`src/rtl/clk_div_monitor_if.sv`:
```
// rtl/clk_div_monitor_if.sv - control and status bundle for clk_div_monitor
interface clk_div_monitor_if #(
  parameter int CNT_W = 16
);
  logic             en;
  logic             clr_err;
  logic             clk_in;
  logic [CNT_W-1:0] period;
  logic [CNT_W-1:0] high_time;
  logic             meas_valid;
  logic             locked;
  logic             err_period;
  logic             err_duty;
  logic             err_stuck;

  modport master (
    output en, clr_err, clk_in,
    input  period, high_time, meas_valid, locked, err_period, err_duty, err_stuck
  );

  modport slave (
    input  en, clr_err, clk_in,
    output period, high_time, meas_valid, locked, err_period, err_duty, err_stuck
  );
endinterface

```
`src/rtl/clk_div_monitor.sv`:
```
// rtl/clk_div_monitor.sv - period/duty/stuck checker for a divided clock sampled in the source domain
module clk_div_monitor #(
  parameter int EXP_PERIOD = 5,
  parameter int PERIOD_TOL = 0,
  parameter int MIN_HIGH   = 2,
  parameter int MAX_HIGH   = 3,
  parameter int LOCK_CNT   = 4,
  parameter int TIMEOUT    = 64,
  parameter int CNT_W      = 16
) (
  input  logic              clk,
  input  logic              rst_n,
  clk_div_monitor_if.slave  mon
);

  // Period window kept one bit wider so a tolerance larger than the period cannot wrap.
  localparam logic [CNT_W:0]   PER_LO = (EXP_PERIOD > PERIOD_TOL) ?
                                        (CNT_W+1)'(EXP_PERIOD - PERIOD_TOL) : '0;
  localparam logic [CNT_W:0]   PER_HI = (CNT_W+1)'(EXP_PERIOD + PERIOD_TOL);
  localparam logic [CNT_W-1:0] MIN_H  = CNT_W'(MIN_HIGH);
  localparam logic [CNT_W-1:0] MAX_H  = CNT_W'(MAX_HIGH);
  localparam logic [CNT_W-1:0] TMO    = CNT_W'(TIMEOUT);
  localparam logic [CNT_W-1:0] LOCK_C = CNT_W'(LOCK_CNT);

  typedef enum logic {IDLE, RUN} state_t;

  state_t           state;
  logic             s1, s2, s3;
  logic [CNT_W-1:0] cnt, hcnt, good_cnt;
  logic             stuck_q;

  logic             rise;
  logic             per_ok, duty_ok, timeout;
  logic [CNT_W-1:0] cnt_inc, hcnt_inc, good_nxt;

  always_comb begin
    rise     = s2 & ~s3;
    per_ok   = ({1'b0, cnt} >= PER_LO) && ({1'b0, cnt} <= PER_HI);
    duty_ok  = (hcnt >= MIN_H) && (hcnt <= MAX_H);
    // stuck_q keeps a held counter from re-raising err_stuck after clr_err.
    timeout  = (cnt == TMO) && !rise && !stuck_q;
    cnt_inc  = ((cnt == TMO) || (cnt == '1)) ? cnt : cnt + CNT_W'(1);
    hcnt_inc = (hcnt == '1) ? hcnt : hcnt + {{(CNT_W-1){1'b0}}, s2};
    good_nxt = (good_cnt >= LOCK_C) ? LOCK_C : good_cnt + CNT_W'(1);
  end

  always_ff @(posedge clk or negedge rst_n) begin
    if (!rst_n) begin
      state          <= IDLE;
      s1             <= 1'b0;
      s2             <= 1'b0;
      s3             <= 1'b0;
      cnt            <= '0;
      hcnt           <= '0;
      good_cnt       <= '0;
      stuck_q        <= 1'b0;
      mon.period     <= '0;
      mon.high_time  <= '0;
      mon.meas_valid <= 1'b0;
      mon.locked     <= 1'b0;
      mon.err_period <= 1'b0;
      mon.err_duty   <= 1'b0;
      mon.err_stuck  <= 1'b0;
    end else begin
      s1             <= mon.clk_in;
      s2             <= s1;
      s3             <= s2;
      mon.meas_valid <= 1'b0;
      mon.err_period <= mon.err_period & ~mon.clr_err;
      mon.err_duty   <= mon.err_duty & ~mon.clr_err;
      mon.err_stuck  <= mon.err_stuck & ~mon.clr_err;

      if (!mon.en) begin
        state      <= IDLE;
        cnt        <= '0;
        hcnt       <= '0;
        good_cnt   <= '0;
        stuck_q    <= 1'b0;
        mon.locked <= 1'b0;
      end else if (rise) begin
        cnt     <= CNT_W'(1);
        hcnt    <= CNT_W'(1);
        stuck_q <= 1'b0;
        state   <= RUN;
        // The first rise out of IDLE only aligns the counters; nothing is reported.
        if (state == RUN) begin
          mon.period     <= cnt;
          mon.high_time  <= hcnt;
          mon.meas_valid <= 1'b1;
          if (per_ok && duty_ok) begin
            good_cnt   <= good_nxt;
            mon.locked <= (good_nxt >= LOCK_C);
          end else begin
            good_cnt   <= '0;
            mon.locked <= 1'b0;
            if (!per_ok)  mon.err_period <= 1'b1;
            if (!duty_ok) mon.err_duty   <= 1'b1;
          end
        end
      end else begin
        cnt  <= cnt_inc;
        hcnt <= hcnt_inc;
        if (timeout) begin
          mon.err_stuck <= 1'b1;
          mon.locked    <= 1'b0;
          good_cnt      <= '0;
          stuck_q       <= 1'b1;
          state         <= IDLE;
        end
      end
    end
  end

endmodule

```
`src/flat_wrapper.sv`:
```
// flat-port wrapper written by rule: the top's interface ports become plain ports
module clk_div_monitor_flat 
#(
  parameter int EXP_PERIOD = 5,
  parameter int PERIOD_TOL = 0,
  parameter int MIN_HIGH   = 2,
  parameter int MAX_HIGH   = 3,
  parameter int LOCK_CNT   = 4,
  parameter int TIMEOUT    = 64,
  parameter int CNT_W      = 16
)
  (clk, rst_n, mon_en, mon_clr_err, mon_clk_in, mon_period, mon_high_time, mon_meas_valid, mon_locked, mon_err_period, mon_err_duty, mon_err_stuck);
  clk_div_monitor_if #(.CNT_W(CNT_W)) mon_i ();
  input  logic clk;
  input  logic rst_n;
  input wire logic [$bits(mon_i.en)-1:0] mon_en;
  input wire logic [$bits(mon_i.clr_err)-1:0] mon_clr_err;
  input wire logic [$bits(mon_i.clk_in)-1:0] mon_clk_in;
  output wire logic [$bits(mon_i.period)-1:0] mon_period;
  output wire logic [$bits(mon_i.high_time)-1:0] mon_high_time;
  output wire logic [$bits(mon_i.meas_valid)-1:0] mon_meas_valid;
  output wire logic [$bits(mon_i.locked)-1:0] mon_locked;
  output wire logic [$bits(mon_i.err_period)-1:0] mon_err_period;
  output wire logic [$bits(mon_i.err_duty)-1:0] mon_err_duty;
  output wire logic [$bits(mon_i.err_stuck)-1:0] mon_err_stuck;
  assign mon_i.en = mon_en;
  assign mon_i.clr_err = mon_clr_err;
  assign mon_i.clk_in = mon_clk_in;
  assign mon_period = mon_i.period;
  assign mon_high_time = mon_i.high_time;
  assign mon_meas_valid = mon_i.meas_valid;
  assign mon_locked = mon_i.locked;
  assign mon_err_period = mon_i.err_period;
  assign mon_err_duty = mon_i.err_duty;
  assign mon_err_stuck = mon_i.err_stuck;
  clk_div_monitor #(.EXP_PERIOD(EXP_PERIOD), .PERIOD_TOL(PERIOD_TOL), .MIN_HIGH(MIN_HIGH), .MAX_HIGH(MAX_HIGH), .LOCK_CNT(LOCK_CNT), .TIMEOUT(TIMEOUT), .CNT_W(CNT_W)) u_core (.clk(clk), .rst_n(rst_n), .mon(mon_i));
endmodule
```
`config.mk`:
```
export PLATFORM = sky130hd
export DESIGN_NAME = clk_div_monitor_flat
export DESIGN_NICKNAME = d
export VERILOG_FILES = /design/src/rtl/clk_div_monitor_if.sv /design/src/rtl/clk_div_monitor.sv /design/src/flat_wrapper.sv
export SDC_FILE = /design/constraint.sdc
export NUM_CORES = 1
export LEC_CHECK = 0
export BUFFER_PORTS_ARGS = -buffer_cell sky130_fd_sc_hd__buf_2
export CORE_MARGIN = 4
export CORE_UTILIZATION = 53
export DETAILED_ROUTE_END_ITERATION = 8
export PLACE_DENSITY = 0.76
export SLEW_MARGIN = 10
export SYNTH_ARGS = -nofsm -noshare
export SYNTH_HDL_FRONTEND = slang
export SYNTH_SLANG_ARGS = --single-unit
export TNS_END_PERCENT = 50
```
`constraint.sdc`:
```
create_clock -name clk -period 1.81 [get_ports clk]
set_clock_uncertainty 0.05 [all_clocks]
set_input_delay 0.362 -clock clk [delete_from_list [all_inputs] [get_ports clk]]
set_output_delay 0.362 -clock clk [all_outputs]
set_load 0.005 [all_outputs]
```
==> results of run 1 <==
[state kept, by name, summed over array words and instances, names as in the netlist]
register               count
u_core.stuck_q             1
u_core.hcnt               16
u_core.mon.locked          1
u_core.s2                  1
u_core.mon.err_duty        1
u_core.mon.period         16
u_core.mon.meas_valid      1
u_core.s1                  1
u_core.good_cnt           16
u_core.mon.err_period      1
u_core.mon.err_stuck       1
u_core.mon.high_time      16
u_core.cnt                16
u_core.s3                  1
u_core.state               1
[cell usage in the layout, fill, tap and decap left out, drive strengths merged, types with 2 or more instances in the layout]
master  synthesis  routed
a211oi          3       3
a21oi          23      23
a31oi           2       2
and2           15      15
and3            4       4
and4            3       3
buf             5     107
clkbuf         12      14
dfrtp          90      90
ha              7       7
inv            19      19
mux2           23      23
mux2i           7       7
nand2          30      30
nand3          13      13
nand4          13      13
nor2            8       8
nor2b           3       3
nor3            6       6
nor4           13      13
nor4b           2       2
nor4bb          2       2
o211ai          2       2
o21a            3       4
o21ai          16      16
o22ai           3       3
o31ai          10      10
or3            12      12
or4            10      10
[cells by family after synthesis]
logic type | synth area share (%)
simple gates | 20.5
flops | 54.9
compound gates | 11.0
buf+inv | 3.48
mux | 8.02
fa+ha+maj | 2.13
[repair_timing]
item,4_1_cts,5_1_grt
hold buffers,1,0
setup buffers,4,1
cloned,1,0
resized for setup,22,15
pin swaps,11,6
hold endpoints to repair,30,0
setup endpoints to repair,29,45
[final cells by class]
class	instances	area (sq um)
Sequential cell	90	2250
Fill cell	533	2120
Multi-Input combinational cell	251	1870
Timing Repair Buffer	108	726
Clock buffer	14	163
Tap cell	99	124
Inverter	19	76.3
Clock inverter	2	35.0
[layer usage]
| layer | share of wire (%) | up-vias | GRT usage [%] | wire length [um] |
|---|---|---|---|---|
| met3 | 4.6 | 30 | 4.93 | 475 |
| met4 | 2.7 | 0 | 10.9 | 282 |
| li1 | - | 1587 | - | - |
| met1 | 42 | 1693 | 30.7 | 4410 |
| met2 | 50 | 102 | 39.7 | 5210 |
| met5 | 0 | - | 0 | 0 |
[power groups by stage]
stage	clock (uW)	combinational (uW)	sequential, uW
finish	1390	260	2060
global route	1490	291	2070
CTS	1400	246	2060
detailed placement	0	219	2100
global placement	0	211	2100
floorplan	0	87.4	2100
[stage by stage]
step	TNS, ns	cells
3_3_place_gp	-0.167	560
3_5_place_dp	-1.03	560
5_1_grt	-2.27	583
4_1_cts	-0.161	582
2_1_floorplan	-0.142	376
6_report	-0.341	583
[path summary, 6_finish.rpt]
kind | from | to | slack, ns | cells after the start
min in group asynchronous | rst_n | u_core.mon.period[12]$_DFFE_PN0P_ | 0.43 | 2
worst min-delay path | mon_clk_in | u_core.s1$_DFF_PN0_ | 0.06 | 1
worst max-delay path | u_core.cnt[1]$_DFFE_PN0P_ | u_core.cnt[7]$_DFFE_PN0P_ | -0.1 | 7
max in group asynchronous | rst_n | u_core.mon.period[15]$_DFFE_PN0P_ | 0.68 | 3
worst max register to register | u_core.cnt[1]$_DFFE_PN0P_ | u_core.cnt[7]$_DFFE_PN0P_ | -0.1 | 7
worst min register to register | u_core.s1$_DFF_PN0_ | u_core.s2$_DFF_PN0_ | 0.32 | 0
==> results.txt, run 1 <==
----------------------------------------------------
[Route]
  Final wirelength ... 10400 um
  Count of nets left with antenna violations after detail routing ... 0
  Average wire per cell in the routed design ... 17.8 um
  Via count of the routed design ... 3412
  Post-detailed-route DRC marker count ... 0
  Via density per instance ... 5.85
  Iteration-0 DRC count of the detailed router ... 175
  Router iterations before antenna repair ... 5

[Die]
  Die outline width ... 96.0 um
  Cell Rows ... 31
  Vertical die dimension ... 96.0 um
  Initial Util ... 55.7%
  Core area ... 0.00737 sq mm
  Ports ... 42
  DIE AREA ... 0.00922 sq mm

[Place]
  Placement Cell Area ... 0.00484 sq mm
  Dpl hpwl ... 6880 um
  Routability-driven placement congestion ratio ... 0.927
  Placement Setup Slack ... -0.111 ns
  Count of buffers inserted at the top-level ports ... 41

[Clock network]
  Clock tree sinks ... 90
  Clock buffers created by TritonCTS ... 9
  Max clock buf depth ... 2
  CTS tree ... done
  Clock H-tree levels ... 3
  Later-pin clock latency in the skew report ... 0.36 ns
  Cell at the root of the clock tree ... clkbuf_8
  Clock slew at reported path FFs ... 0.09 ns

[Global routing]
  Maximum number of pins on one net before global-route repair ... 43
  Global-route wire length before repair ... 17100 um
  Total GRT Usage ... 24.2%
  GR Overflow Total ... 0
  Number of antenna violations at the first check in global routing ... 0
  Vias in the first global route ... 3506

[Worst setup path]
  Classification of the worst setup path ... flop to flop
  Worst endpoint data arrival time ... 2.15 ns
  Top fanout value on the critical path ... 2
  Required time of the critical path ... 2.05 ns
  Standard cell with the maximum stage delay on the critical path ... or4_1
  Series of cell instances along the critical path ... buf_4 -> buf_4 -> buf_4 -> nand4_1 -> or3_1 -> or4_1 -> a21oi_2
  Count of buffer and inverter cells on the critical path ... 3
  Capturing element type of the critical path ... flop
  Largest incremental delay on the critical path ... 0.44 ns
  Sort of element at the start of the critical path ... flop
  Critical path's top delay family ... simple AND/OR/NAND/NOR gates
  Cell seen most often among critical-path stages ... buf_4

[Timing]
  Transition time at the pin with the least slew margin ... 0.612 ns
  Hold WS ... 0.0644 ns
  Number of failing hold endpoints at the final stage ... 0
  Rel. slew slack ... 58.8%
  Post-route setup slack ... -0.0961 ns
  Achievable clock frequency ... 0.525 GHz
  Crit share post-route ... 105%
  Number of setup violations in the final report ... 8
  Setup repair after global routing missed its margin ... true
  Shortest period the worst path allows ... 1.91 ns
  Pins over their slew limit ... 0

[Pwr]
  Internal ... 2860 uW
  Leakage power summed over all cells ... 0.00252 uW
  Clock share of power ... 37.4%
  Share of total power consumed by net switching ... 22.8%
  Worst IR drop on VDD ... 0.000610 V
  P_sw ... 847 uW
  Combinational power share ... 7.0%
  Total power density per cell area ... 707 mW/mm^2
  Portion of total power attributed to sequential cells ... 55.6%
  Sum of internal, switching and leakage power ... 3710 uW

[Synth]
  Leading post-synthesis cells by instance count ... dfrtp_1 (90), nand2_1 (30), a21oi_1 (23), mux2_2 (23), inv_1 (19)
  Net count after synthesis ... 388
  Share of flip-flops with an asynchronous set or reset ... 100%
  Syn. warnings ... 0
  Most used DFF post-synth ... dfrtp_1
  Number of unique standard cell types used by synthesis ... 50
  Post-synth design cell area ... 0.00410 sq mm
  Yosys top cell by area ... dfrtp_1
  Sequential cell area fraction in the yosys report ... 54.9%
  Top-count cell post-synth ... dfrtp_1
  Count of flip-flops with a built-in enable after synthesis ... 0
  Area share of the largest cell type after synthesis ... 54.9%
  Syn Inst Count ... 376
  Most area-consuming cells after synthesis ... dfrtp_1 (55%), mux2_2 (6.3%), a21oi_1 (2.8%)
  Avg Cell Area, Syn ... 10.9 sq um
  Register bit total from synthesis ... 90

[Min path]
  Min-Delay Path Class ... input port to flop

[Final layout]
  Fraction of layout instances using a drive strength above 1 ... 37.4%
  Synthesis-to-finish area growth ... 27.9%
  Final instance area ... 0.00525 sq mm
  Antenna Cells ... 0
  Nets@finish ... 491
  Final core area utilization ... 71.2%

[Status]
  Failing checks ... setup timing
  Result of the run ... complete, but fails checks

[Run]
  Max-cap violation count ... 0

----------------------------------------------------
No activity file was read; power rests on OpenSTA's default activity.
==> run 2, diff against run 1 <==
--- a/config.mk
+++ b/config.mk
@@ -8,6 +8,7 @@
 export BUFFER_PORTS_ARGS = -buffer_cell sky130_fd_sc_hd__buf_2
 export CORE_MARGIN = 4
 export CORE_UTILIZATION = 53
+export CTS_BUF_LIST = sky130_fd_sc_hd__clkbuf_8 sky130_fd_sc_hd__clkbuf_16
 export DETAILED_ROUTE_END_ITERATION = 8
 export PLACE_DENSITY = 0.76
 export SLEW_MARGIN = 10
==> run 2 against run 1 <==
Net effect: the flow still finishes with violations (setup timing); critical path depth unchanged; clock power about the same; die area did not move; first-iteration DRC count increased by 32%; non-clock buffer count increased by 1; count of clock-buffer cells in the layout fell by 3; critical path type unchanged.
==> results.txt, run 2 (synthesized netlist as in run 1, its figures left out) <==
----------------------------------------------------
[Status]
  Result of the run ... complete, but fails checks (unchanged)
  Failing checks ... setup timing (unchanged)

[Clock network]
  Clock buffers created by TritonCTS ... 9 (unchanged)
  Cell at the root of the clock tree ... clkbuf_8 (unchanged)
  Later-pin clock latency in the skew report ... 0.35 ns (was 0.36 ns)
  Clock H-tree levels ... 3 (unchanged)
  Clock tree sinks ... 90 (unchanged)
  Max clock buf depth ... 2 (unchanged)
  CTS tree ... done (unchanged)
  Clock slew at reported path FFs ... 0.08 ns (was 0.09 ns)

[Timing]
  Post-route setup slack ... -0.0973 ns (was -0.0961 ns)
  Shortest period the worst path allows ... 1.91 ns (about the same)
  Achievable clock frequency ... 0.524 GHz (was 0.525 GHz)
  Crit share post-route ... 105% (about the same)
  Number of setup violations in the final report ... 8 (unchanged)
  Setup repair after global routing missed its margin ... true (unchanged)
  Transition time at the pin with the least slew margin ... 0.608 ns (was 0.612 ns)
  Setup Total Neg Slack ... -0.390 ns (was -0.341 ns)
  Rel. slew slack ... 59.1% (was 58.8%)
  Pins over their slew limit ... 0 (unchanged)
  Number of failing hold endpoints at the final stage ... 0 (unchanged)

[Final layout]
  Final cell count without fillers ... 584 (was 583)
  Antenna Cells ... 0 (unchanged)
  Nets@finish ... 492 (was 491)
  Final core area utilization ... 71.5% (was 71.2%)
  Top library cells by usage in the layout, fill and taps aside ... dfrtp_1 (89), buf_4 (66), buf_2 (40), nand2_1 (26), mux2_2 (23) (was dfrtp_1 (89), buf_4 (66), buf_2 (40), nand2_1 (27), mux2_2 (23))
  Most common cell after layout, fill and taps aside ... dfrtp_1 (unchanged)
  Synthesis-to-finish area growth ... 28.5% (was 27.9%)
  Fraction of layout instances using a drive strength above 1 ... 38.1% (was 37.4%)

[Die]
  DIE AREA ... 0.00922 sq mm (unchanged)
  Die outline width ... 96.0 um (unchanged)
  Core area ... 0.00737 sq mm (unchanged)
  Initial Util ... 55.7% (unchanged)
  Vertical die dimension ... 96.0 um (unchanged)
  Cell Rows ... 31 (unchanged)
  Ports ... 42 (unchanged)

[Global routing]
  Total GRT Usage ... 24.2% (unchanged)
  Maximum number of pins on one net before global-route repair ... 43 (unchanged)
  Number of antenna violations at the first check in global routing ... 0 (unchanged)
  Vias in the first global route ... 3506 (unchanged)
  Global-route wire length before repair ... 17100 um (unchanged)
  GR Overflow Total ... 0 (unchanged)

[Place]
  Placement Setup Slack ... -0.111 ns (unchanged)
  Routability-driven placement congestion ratio ... 0.927 (unchanged)
  Dpl hpwl ... 6880 um (unchanged)
  Count of buffers inserted at the top-level ports ... 41 (unchanged)
  Number of placed instances with taps included ... 560 (unchanged)

[Route]
  Router iterations before antenna repair ... 5 (unchanged)
  Average wire per cell in the routed design ... 18.0 um (was 17.8 um)
  Via count of the routed design ... 3424 (was 3412)
  Post-detailed-route DRC marker count ... 0 (unchanged)
  Final wirelength ... 10500 um (was 10400 um)
  Iteration-0 DRC count of the detailed router ... 231 (was 175)
  Via density per instance ... 5.86 (was 5.85)
  Count of nets left with antenna violations after detail routing ... 0 (unchanged)

[Worst setup path]
  Capturing element type of the critical path ... flop (unchanged)
  Series of cell instances along the critical path ... buf_4 -> buf_4 -> buf_4 -> nand4_1 -> or3_1 -> or4_1 -> a21oi_2 (unchanged)
  Worst endpoint data arrival time ... 2.14 ns (was 2.15 ns)
  Standard cell with the maximum stage delay on the critical path ... or4_1 (unchanged)
  Top fanout value on the critical path ... 3 (was 2)
  Cell seen most often among critical-path stages ... buf_4 (unchanged)
  Sort of element at the start of the critical path ... flop (unchanged)
  Required time of the critical path ... 2.05 ns (about the same)
  Classification of the worst setup path ... flop to flop (unchanged)
  Reg-to-reg setup timing slack ... -0.1 ns (about the same)
  Largest incremental delay on the critical path ... 0.45 ns (was 0.44 ns)

[Pwr]
  Leakage power summed over all cells ... 0.00254 uW (was 0.00252 uW)
  Combinational power share ... 7.2% (was 7.0%)
  Share of total power consumed by net switching ... 22.8% (about the same)
  Total power density per cell area ... 700 mW/mm^2 (was 707 mW/mm^2)
  Clock share of power ... 37.0% (was 37.4%)
  P_sw ... 842 uW (was 847 uW)
  Worst IR drop on VDD ... 0.000615 V (was 0.000610 V)
  Portion of total power attributed to sequential cells ... 55.9% (was 55.6%)
  Sum of internal, switching and leakage power ... 3690 uW (was 3710 uW)
  Internal ... 2850 uW (was 2860 uW)

[Run]
  Max-cap violation count ... 0 (unchanged)

[Min path]
  Min-Delay Path Class ... input port to flop (unchanged)

----------------------------------------------------
## run 2: stage by stage
step | cell area, sq um | hold slack [ns]
2_1_floorplan | 4110 | 0.0164
3_3_place_gp | 4840 | 0.285
3_5_place_dp | 4840 | 0.288
4_1_cts | 5170 | 0.0515
5_1_grt | 5270 | 0.0371
6_report | 5270 | 0.0655
## run 2: power groups by stage
| stage | clock network [uW] | registers [uW] | logic [uW] |
|---|---|---|---|
| 2_1_floorplan | 0 | 2100 | 87.4 |
| 3_3_place_gp | 0 | 2100 | 211 |
| 3_5_place_dp | 0 | 2100 | 219 |
| 4_1_cts | 1390 | 2060 | 246 |
| 5_1_grt | 1480 | 2070 | 295 |
| 6_report | 1370 | 2060 | 264 |
## run 2: layer usage
layer,track usage [%],vias up,part of all wire [%]
li1,-,1587,-
met1,30.7,1686,42
met2,39.7,126,50
met3,4.93,25,5.4
met4,10.9,0,2.2
met5,0,-,0
## run 2: final cells by class
| type | instances | area [sq um] |
|---|---|---|
| clock buffer | 11 | 151 |
| clock inverter | 5 | 46.3 |
| fill | 532 | 2100 |
| inverter | 19 | 76.3 |
| multi-input combinational | 251 | 1880 |
| sequential | 90 | 2250 |
| tap | 99 | 124 |
| timing repair buffer | 109 | 737 |
## run 2: repair_timing
action                                  in CTS  in global routing
endpoints found under the hold margin       30                  0
gates resized for setup                     22                 19
endpoints found under the setup margin      29                 45
gates cloned                                 1                  0
hold buffers                                 1                  0
buffers inserted                             4                  2
pin swaps                                   11                  7
## run 2: critical path: cells and delay by family (launching register included)
family          cells  cell delay (ns)
compound gates      1             0.13
buf+inv             3             0.36
flops               1             0.36
simple gates        3             0.93
## run 2: final timing paths
path,end,cells after the start,start
max,u_core.cnt[7]$_DFFE_PN0P_,7,u_core.cnt[0]$_DFFE_PN0P_
min,u_core.s1$_DFF_PN0_,1,mon_clk_in
max reg2reg,u_core.cnt[7]$_DFFE_PN0P_,7,u_core.cnt[0]$_DFFE_PN0P_
min reg2reg,u_core.s2$_DFF_PN0_,0,u_core.s1$_DFF_PN0_
max in group asynchronous,u_core.cnt[7]$_DFFE_PN0P_,3,rst_n
min in group asynchronous,u_core.mon.period[11]$_DFFE_PN0P_,2,rst_n
